### src/rtl/serial_subtractor.sv
// Bit-serial unsigned subtractor: one full-subtractor cell plus a registered borrow,
// processing a - b LSB first, one bit per clock, with a start/busy/done handshake.
module serial_subtractor #(
    parameter int WIDTH = 8
) (
    input  logic             clk,
    input  logic             rst_n,
    input  logic             start,
    input  logic [WIDTH-1:0] a,
    input  logic [WIDTH-1:0] b,
    output logic             busy,
    output logic             done,
    output logic [WIDTH-1:0] diff,
    output logic             borrow_out
);
    localparam int CW = $clog2(WIDTH) + 1;

    typedef enum logic [1:0] {IDLE, RUN, DONE} state_t;

    state_t           state_q, state_d;
    logic [WIDTH-1:0] a_sr_q, a_sr_d;
    logic [WIDTH-1:0] b_sr_q, b_sr_d;
    logic [WIDTH-1:0] diff_sr_q, diff_sr_d;
    logic [WIDTH-1:0] diff_q, diff_d;
    logic             brw_q, brw_d;
    logic             borrow_q, borrow_d;
    logic [CW-1:0]    cnt_q, cnt_d;

    logic x, y, bin, d, bnext;

    // Full-subtractor cell on the current LSBs and the carried borrow
    always_comb begin
        x     = a_sr_q[0];
        y     = b_sr_q[0];
        bin   = brw_q;
        d     = x ^ y ^ bin;
        bnext = (~x & y) | (~(x ^ y) & bin);
    end

    always_comb begin
        state_d   = state_q;
        a_sr_d    = a_sr_q;
        b_sr_d    = b_sr_q;
        diff_sr_d = diff_sr_q;
        diff_d    = diff_q;
        brw_d     = brw_q;
        borrow_d  = borrow_q;
        cnt_d     = cnt_q;
        case (state_q)
            IDLE: begin
                if (start) begin
                    a_sr_d  = a;
                    b_sr_d  = b;
                    brw_d   = 1'b0;
                    cnt_d   = '0;
                    state_d = RUN;
                end
            end
            RUN: begin
                diff_sr_d = {d, diff_sr_q[WIDTH-1:1]};
                a_sr_d    = a_sr_q >> 1;
                b_sr_d    = b_sr_q >> 1;
                brw_d     = bnext;
                cnt_d     = cnt_q + CW'(1);
                // Last bit: publish the result directly from the cell output
                if (cnt_q == CW'(WIDTH - 1)) begin
                    state_d  = DONE;
                    diff_d   = {d, diff_sr_q[WIDTH-1:1]};
                    borrow_d = bnext;
                end
            end
            DONE: begin
                state_d = IDLE;
            end
            default: begin
                state_d = IDLE;
            end
        endcase
    end

    always_ff @(posedge clk or negedge rst_n) begin
        if (!rst_n) begin
            state_q   <= IDLE;
            a_sr_q    <= '0;
            b_sr_q    <= '0;
            diff_sr_q <= '0;
            diff_q    <= '0;
            brw_q     <= 1'b0;
            borrow_q  <= 1'b0;
            cnt_q     <= '0;
        end else begin
            state_q   <= state_d;
            a_sr_q    <= a_sr_d;
            b_sr_q    <= b_sr_d;
            diff_sr_q <= diff_sr_d;
            diff_q    <= diff_d;
            brw_q     <= brw_d;
            borrow_q  <= borrow_d;
            cnt_q     <= cnt_d;
        end
    end

    assign busy       = (state_q != IDLE);
    assign done       = (state_q == DONE);
    assign diff       = diff_q;
    assign borrow_out = borrow_q;
endmodule

### config.mk
export PLATFORM = sky130hd
export DESIGN_NAME = serial_subtractor
export DESIGN_NICKNAME = d
export VERILOG_FILES = /design/src/rtl/serial_subtractor.sv
export SDC_FILE = /design/constraint.sdc
export NUM_CORES = 1
export LEC_CHECK = 0
export BUFFER_PORTS_ARGS = -buffer_cell sky130_fd_sc_hd__buf_2
export CAP_MARGIN = 20
export CORE_ASPECT_RATIO = 1.75
export CORE_MARGIN = 2
export CORE_UTILIZATION = 54
export DETAILED_ROUTE_END_ITERATION = 8
export HOLD_SLACK_MARGIN = 0.03
export PLACE_DENSITY_LB_ADDON = 0.1
export SYNTH_ARGS = -nofsm -noshare
export SYNTH_HDL_FRONTEND = slang
export SYNTH_SLANG_ARGS = --single-unit
### constraint.sdc
create_clock -name clk -period 1.7 [get_ports clk]
set_input_delay 0.34 -clock clk [delete_from_list [all_inputs] [get_ports clk]]
set_output_delay 0.34 -clock clk [all_outputs]
set_load 0.02 [all_outputs]
======== Yosys cells after proc, flatten, opt, wreduce, memory -nomap -nowiden ========
Cells that the tools add are included.
cells by class
  add/subtract/negate cells ............... 1
  equality and inequality tests ........... 5
  muxes and demuxes ....................... 11
  bitwise logic cells ..................... 7
  reduce and logical (&&, ||, !) cells .... 6
operator list
  operator                                        number
  one-hot mux 8 bit (2 select lines)              2
  2-to-1 mux 8 bit                                2
  one-hot mux 4 bit (2 select lines)              1
  AND reduction 2 bit                             3
  adder 4 x 1 -> 4 bit (second input constant)    1
  == test 4 x 3 -> 1 bit (second input constant)  1
  2-to-1 mux 2 bit                                2
  2-to-1 mux 4 bit                                1
  != test 2 bit (second input constant)           2
  one-hot mux 2 bit (2 select lines)              1
  nonzero test 2 bit                              2
  bitwise AND 1 bit                               2
  == test 2 x 1 -> 1 bit (second input constant)  1
  == test 2 bit (second input constant)           1
  logical NOT 2 bit                               1
  inverter 1 bit                                  2
  one-hot mux 1 bit (2 select lines)              1
  XOR 1 bit                                       2
  2-to-1 mux 1 bit                                1
  bitwise OR 1 bit                                1
word-level totals
  register bits ........................... 40
  input port bits ......................... 19
  output and inout port bits .............. 11
  word-level logic and storage cells ...... 38

======== Depth between registers and ports, before layout ========
Gate-level depths: netlist (run 1).
  word-level depth ........................ 5
  depth in mapped cells ................... 5

======== Least setup slack after synthesis (run 1) ========
No wires, ideal clock.
  kind .................................... register -> register
  start ................................... register state_q[1]
  end ..................................... register diff_q[0] (netlist: diff[0])
  arrival time ............................ 1.342 ns
  data required time ...................... 1.575 ns
  path slack .............................. 0.233 ns
  stages on the path, launching flop included .. 5
  buffers on the path ..................... 1
  clock period less this slack ............ 1.467 ns
  cells stage by stage .................... dfrtp_1 -> buf_6 -> nand2b_4 -> nor3_4 -> mux2_2
between the ends
  word-level cells in the longest chain between the ends .. 2
RTL lines
  element                               RTL line  text
  from (decl)                           20        state_t state_q, state_d;
  from (signal assigned)                92        state_q <= state_d;
  == test 2 x 1 -> 1 bit                49        case (state_q)
  AND reduction 2 bit (no source line)  -
  to (signal assigned)                  96        diff_q <= diff_d;
  to (decl)                             24        logic [WIDTH-1:0] diff_q, diff_d;
No other way between the ends.
A chain may end at the register's enable or synchronous reset.

======== Worst setup path in the final report (run 1) ========
  start ................................... register state_q[0]
  end ..................................... output busy
between the ends
  word-level cells in the longest chain between the ends .. 1
RTL lines
  element             RTL line  text
  nonzero test 2 bit  103       assign busy = (state_q != IDLE);
  to (decl)           11        output logic busy,
No other way between the ends.

==> results of run 1 <==
kinds of logic after synthesis:
kind of cell | count (synthesis)
fa+ha+maj | 2
compound gates | 36
mux | 17
simple gates | 31
flops | 39
buf+inv | 13
cells in the final DEF (no fill, tap or decap), types with 2 or more instances in the layout:
cell      synthesis  layout
a21oi_1           2       2
a22oi_1          13      13
a32o_1            2       2
buf_2             4      29
buf_4             0       6
clkbuf_8          0       7
dfrtp_1          39      39
inv_1             5       5
mux2_2           16      16
nand2_1          19      19
nand3_1           3       3
nor2_1            3       2
nor2b_1           2       2
o21ai_0          17      17
power groups by stage:
| stage | Combinational, W | Sequential [W] | Clock, W |
|---|---|---|---|
| after floorplan | 0.000943 | 0.00168 | 0 |
| after global placement | 0.00143 | 0.00158 | 0 |
| after detailed placement | 0.00149 | 0.00161 | 0 |
| after CTS | 0.00150 | 0.00160 | 0.000695 |
| after global routing | 0.00163 | 0.00164 | 0.000734 |
| final | 0.00147 | 0.00159 | 0.000677 |
per-layer routing:
layer  routed length (um)  share of wire (%)  vias to the layer above  global-route usage, %
li1                     -                  -                      553                      -
met1                 1220                 38                      585                   20.8
met2                 1810                 56                       25                   37.3
met3                  131                4.1                        5                   6.35
met4                   61                1.9                        0                   9.71
met5                    0                  0                        -                      0
critical path, cell delays in order, from the launching register on:
cell,delay [ps]
dfrtp_1,410
buf_4,230
nor2_2,150
inv_1,50
buf_2,150
what timing repair did:
item,CTS,global route
resized for setup,0,1
setup endpoints to repair,0,1
endpoints found under the hold margin,19,0
hold buffers,1,0
worst min-delay path by stage:
stage,endpoint,depth (start not counted),start
2_1_floorplan,a_sr_q[0],0,rst_n
3_3_place_gp,a_sr_q[3],1,rst_n
3_5_place_dp,a_sr_q[2],1,rst_n
4_1_cts,b_sr_q[7],2,b[7]
5_1_grt,a_sr_q[7],2,a[7]
6_report,b_sr_q[7],2,b[7]
per-stage QoR:
stage          hold WS (ps)  std cells
2_1_floorplan          44.4        138
3_3_place_gp            310        194
3_5_place_dp            320        194
4_1_cts                 297        203
5_1_grt                 305        203
6_report                302        203
registers in the layout, indices dropped and copies added (netlist names):
| register | cells |
|---|---|
| diff | 8 |
| bin | 1 |
| borrow_out | 1 |
| cnt_q | 4 |
| state_q | 2 |
| diff_sr_q | 7 |
| a_sr_q | 8 |
| b_sr_q | 8 |
area by class of cell:
cell class,count,area [um2],area share [%]
Sequential cell,39,976,49.8
Inverter,5,18.8,0.958
Clock buffer,8,100,5.11
Multi-Input combinational cell,86,609,31.1
Tap cell,28,35.0,1.79
Timing Repair Buffer,37,220,11.2
==> flow_summary.ini, run 1 <==
[die]
io_pins = 30
die_h_um = 77.0
die_w_um = 45.7
rows = 26
die_area_mm2 = 0.00352
core_area_mm2 = 0.00293
initial_core_util_pct = 56.2

[critical_path]
startpoint = state_q[0]
r2r-end = diff[7]
r2r-start = cnt_q[0]
start_kind = flip-flop
r2r_slack_ps = 100
arrival_ps = 1290
endpoint = busy
cp_max_fo = 22
rr_worst_depth = 4
endpoint_kind = output port
required_ps = 1360
path_class = reg -> out

[place]
portBuffers = 29
gp_congestion = 0.725
dp_slack_ps = 114
place_area_mm2 = 0.00185
dp_hpwl_um = 2350

[cts]
cts_made_buffers = 5
cts_setup_buffers = 0
cts_root_buf = clkbuf_8
cts_tree = yes
cts.sinks = 39
clk_pin_slew_ps = 70
clockBufferDepth = 2
htree_levels = 2
clk_latency_ps = 290

[finish]
drive_gt1_share_pct = 35.4
nets = 195
postLayoutCellArea_mm2 = 0.00196
fill_cells = 243
synthToLayoutAreaGrowth_pct = 19.2
num_antenna_cells = 0
fin_util_pct = 66.9

[yosys]
synth_area_leaders = dfrtp_1 59%, mux2_2 11%, a22oi_1 5.9%
post-synth-top-area-fraction_pct = 59.4
syn-cell-area_mm2 = 0.00164
synth_cells = 138
synth_top_cell_by_area = dfrtp_1
synth_top_family_by_area = compound AO/OA/AOI/OAI gates
synth_compound_area_share_pct = 13.9
yosys.area_share.simple_pct = 9.44
yosys_warnings = 0
synth_top_flop_cell = dfrtp_1
synth_xor_area_share_pct = 0
synth-edff-count = 0
syn_area_per_cell_um2 = 11.9
yosysUniqueCellTypes = 23
synthAdderAreaFrac_pct = 1.98
synthArstFlopShare_pct = 100
yosysMostFrequentCell = dfrtp_1
synth-seq-cells = 39
seq_area_frac_synth_pct = 59.4
synthMuxAreaShare_pct = 11.6
syn_nets = 159
synthTopCellsByCount = 39 x dfrtp_1, 19 x nand2_1, 17 x o21ai_0

[timing]
maxSlewViolCount = 0
relSlewSlack_pct = 67.3
setup_viol = 0
fin_crit_ps = 1630
worst_slew_pin_slew_ps = 489
fin_crit_sh_pct = 95.8
max_freq_mhz = 614
rsz0062_at_grt = false
skew_ps = 6.66
fin_ws_ps = 70.7
tns_ps = 0
final_hold_viol_count = 0

[pwr]
p_seq_share_pct = 42.6
p_int_w = 0.00239
swShare_pct = 36.1
pwr-share-comb_pct = 39.4
p_leak_nw = 0.908
clkPwrFrac_pct = 18.1
pwr_density_cell_mw_per_mm2 = 1910
ir_drop_v = 0.00129
switching_power_w = 0.00135
p_total_w = 0.00374

[detailed_routing]
drtAntennaViolNets = 0
drc = 0
wire_per_inst_um = 15.9
drt-vias-per-instance = 5.75
dr.pass1.iters = 4
via_count = 1168
finalWirelength_um = 3220
drt_iter0_markers = 19

[grt]
grt_use_total_pct = 21.1
grt_max_degree = 23
grt_pass1_vias = 1259
antenna_found_initial = 0
grt_pass1_wl_um = 5270
gr-total-overflow = 0

[worst_hold_path]
hold_path_class = in -> reg

[outcome]
outcome = finished, final reports clean

[flow_run]
maxCapViolations = 0
Note: power is estimated with default switching activity, not from simulation.
==> run 2: changes to the inputs <==
- CORE_UTILIZATION: 54 -> 40
- SKIP_LAST_GASP: not set -> 1
==> run 2 against run 1 <==
Net effect:
- maximum frequency rose by 2.1%
- hold slack improved by 12 ps
- highest routed layer unchanged
- design area rose by 2.1%
==> flow_summary.ini, run 2 (synthesis gave the netlist of run 1 again) <==
[detailed_routing]
via_count = 1169
wire_per_inst_um = 14.6
drt_iter0_markers = 15
drtAntennaViolNets = 0
drc = 0
drt-vias-per-instance = 5.17
finalWirelength_um = 3300
dr.pass1.iters = 4

[finish]
seq_area_um2 = 976
drive_gt1_share_pct = 37.1
nets = 198
mostFrequentLayoutCell = dfrtp_1
fill_cells = 382
fin_util_pct = 51.2
num_antenna_cells = 0
multiInputGateArea_um2 = 614
final_cell_mix = 39 x dfrtp_1, 29 x buf_2, 19 x nand2_1
synthToLayoutAreaGrowth_pct = 21.7
postLayoutCellArea_mm2 = 0.00200

[timing]
fin_crit_sh_pct = 93.9
fin_crit_ps = 1600
skew_ps = 6.30
rsz0062_at_grt = false
tns_ps = 0
final_hold_viol_count = 0
setup_viol = 0
maxSlewViolCount = 0
worst_slew_pin_slew_ps = 482
relSlewSlack_pct = 67.8
max_freq_mhz = 626

[critical_path]
r2r-end = diff[0]
rr_worst_depth = 5
cpPeakStageDelay_ps = 410
start_kind = flip-flop
path_cells = buf_4 > nor2_4 > inv_1 > buf_2
required_ps = 1360
endpoint = busy
endpoint_kind = output port
startpoint = state_q[0]
cp_slowest_cell = dfrtp_1
r2r-start = cnt_q[0]
arrival_ps = 1260
r2r_slack_ps = 200
path_class = reg -> out
cp_max_fo = 22

[grt]
grt_pass1_wl_um = 5540
grt_use_total_pct = 16.3
grt_max_degree = 23
gr-total-overflow = 0
grt_pass1_vias = 1218
antenna_found_initial = 0

[cts]
clockBufferDepth = 2
htree_levels = 2
cts.sinks = 39
cts_tree = yes
cts_made_buffers = 5
cts_root_buf = clkbuf_8
clk_pin_slew_ps = 80
clk_latency_ps = 290

[pwr]
ir_drop_v = 0.000976
p_seq_share_pct = 42.6
pwr-share-comb_pct = 40.8
p_leak_nw = 0.912
pwr_density_cell_mw_per_mm2 = 1850
switching_power_w = 0.00137
swShare_pct = 36.9
clkPwrFrac_pct = 16.6
p_int_w = 0.00233

[die]
initial_core_util_pct = 42.1
core_area_mm2 = 0.00390
io_pins = 30
die_w_um = 52.5
die_h_um = 88.8
rows = 30
die_area_mm2 = 0.00466

[place]
place_area_mm2 = 0.00187
dp_hpwl_um = 2340
gp_congestion = 0.687
portBuffers = 29

[outcome]
outcome = finished, final reports clean

[worst_hold_path]
hold_path_class = in -> reg

[flow_run]
maxCapViolations = 0
==> run 2: cell count changes in the layout (fill, tap and decap cells not counted), sizes merged <==
cell | previous run | this run
buf | 36 | 39
clkbuf | 8 | 5
clkinv | 0 | 1
clkinvlp | 0 | 2
==> run 2: how the worst min path moves through the flow <==
stage	startpoint	end	cells past startpoint
2_1_floorplan	rst_n	a_sr_q[0]	0
5_1_grt	b[7]	b_sr_q[7]	2
3_5_place_dp	rst_n	a_sr_q[4]	1
3_3_place_gp	rst_n	a_sr_q[3]	1
6_report	a[7]	a_sr_q[7]	2
4_1_cts	b[7]	b_sr_q[7]	2
==> run 2: worst max-delay path: cells and delay by family (launching register included) <==
| kind | cells | cell delay [ps] |
|---|---|---|
| flops | 1 | 410 |
| simple gates | 1 | 130 |
| buf+inv | 3 | 420 |
==> run 2: what timing repair did <==
action	in CTS	in global routing
endpoints found under the hold margin	20	0
hold buffers	1	0
pin swaps	0	1
buffers inserted	0	1
resized for setup	1	1
setup endpoints to repair	1	6
==> run 2: cell type report <==
type	count	area share, %
Clock inverter	3	1.00
Multi-Input combinational cell	86	30.7
Timing Repair Buffer	40	12.1
Sequential cell	39	48.8
Clock buffer	5	3.44
Inverter	5	0.938
Tap cell	48	3.00
==> run 2: power groups by stage <==
stage	Sequential (W)	Clock [W]	Combinational, W
2_1_floorplan	0.00168	0	0.000943
3_3_place_gp	0.00158	0	0.00146
3_5_place_dp	0.00160	0	0.00150
4_1_cts	0.00159	0.000640	0.00151
5_1_grt	0.00163	0.000669	0.00169
6_report	0.00158	0.000614	0.00151
==> run 2: per-layer routing <==
layer  track usage (%)  part of all wire, %
met2              28.3                   52
met3              4.56                  5.8
met4              6.99                  1.9
met1              18.3                   40
met5                 0                    0
==> run 2: metrics by stage <==
step / setup slack, ps / power [W] / instances / hold WS [ps]
final: 104 / 0.00370 / 226 / 314
after global routing: 20.7 / 0.00399 / 226 / 301
after CTS: 55.8 / 0.00373 / 225 / 305
after detailed placement: 66.1 / 0.00310 / 216 / 334
after global placement: 146 / 0.00304 / 216 / 320
after floorplan: 233 / 0.00262 / 138 / 44.4
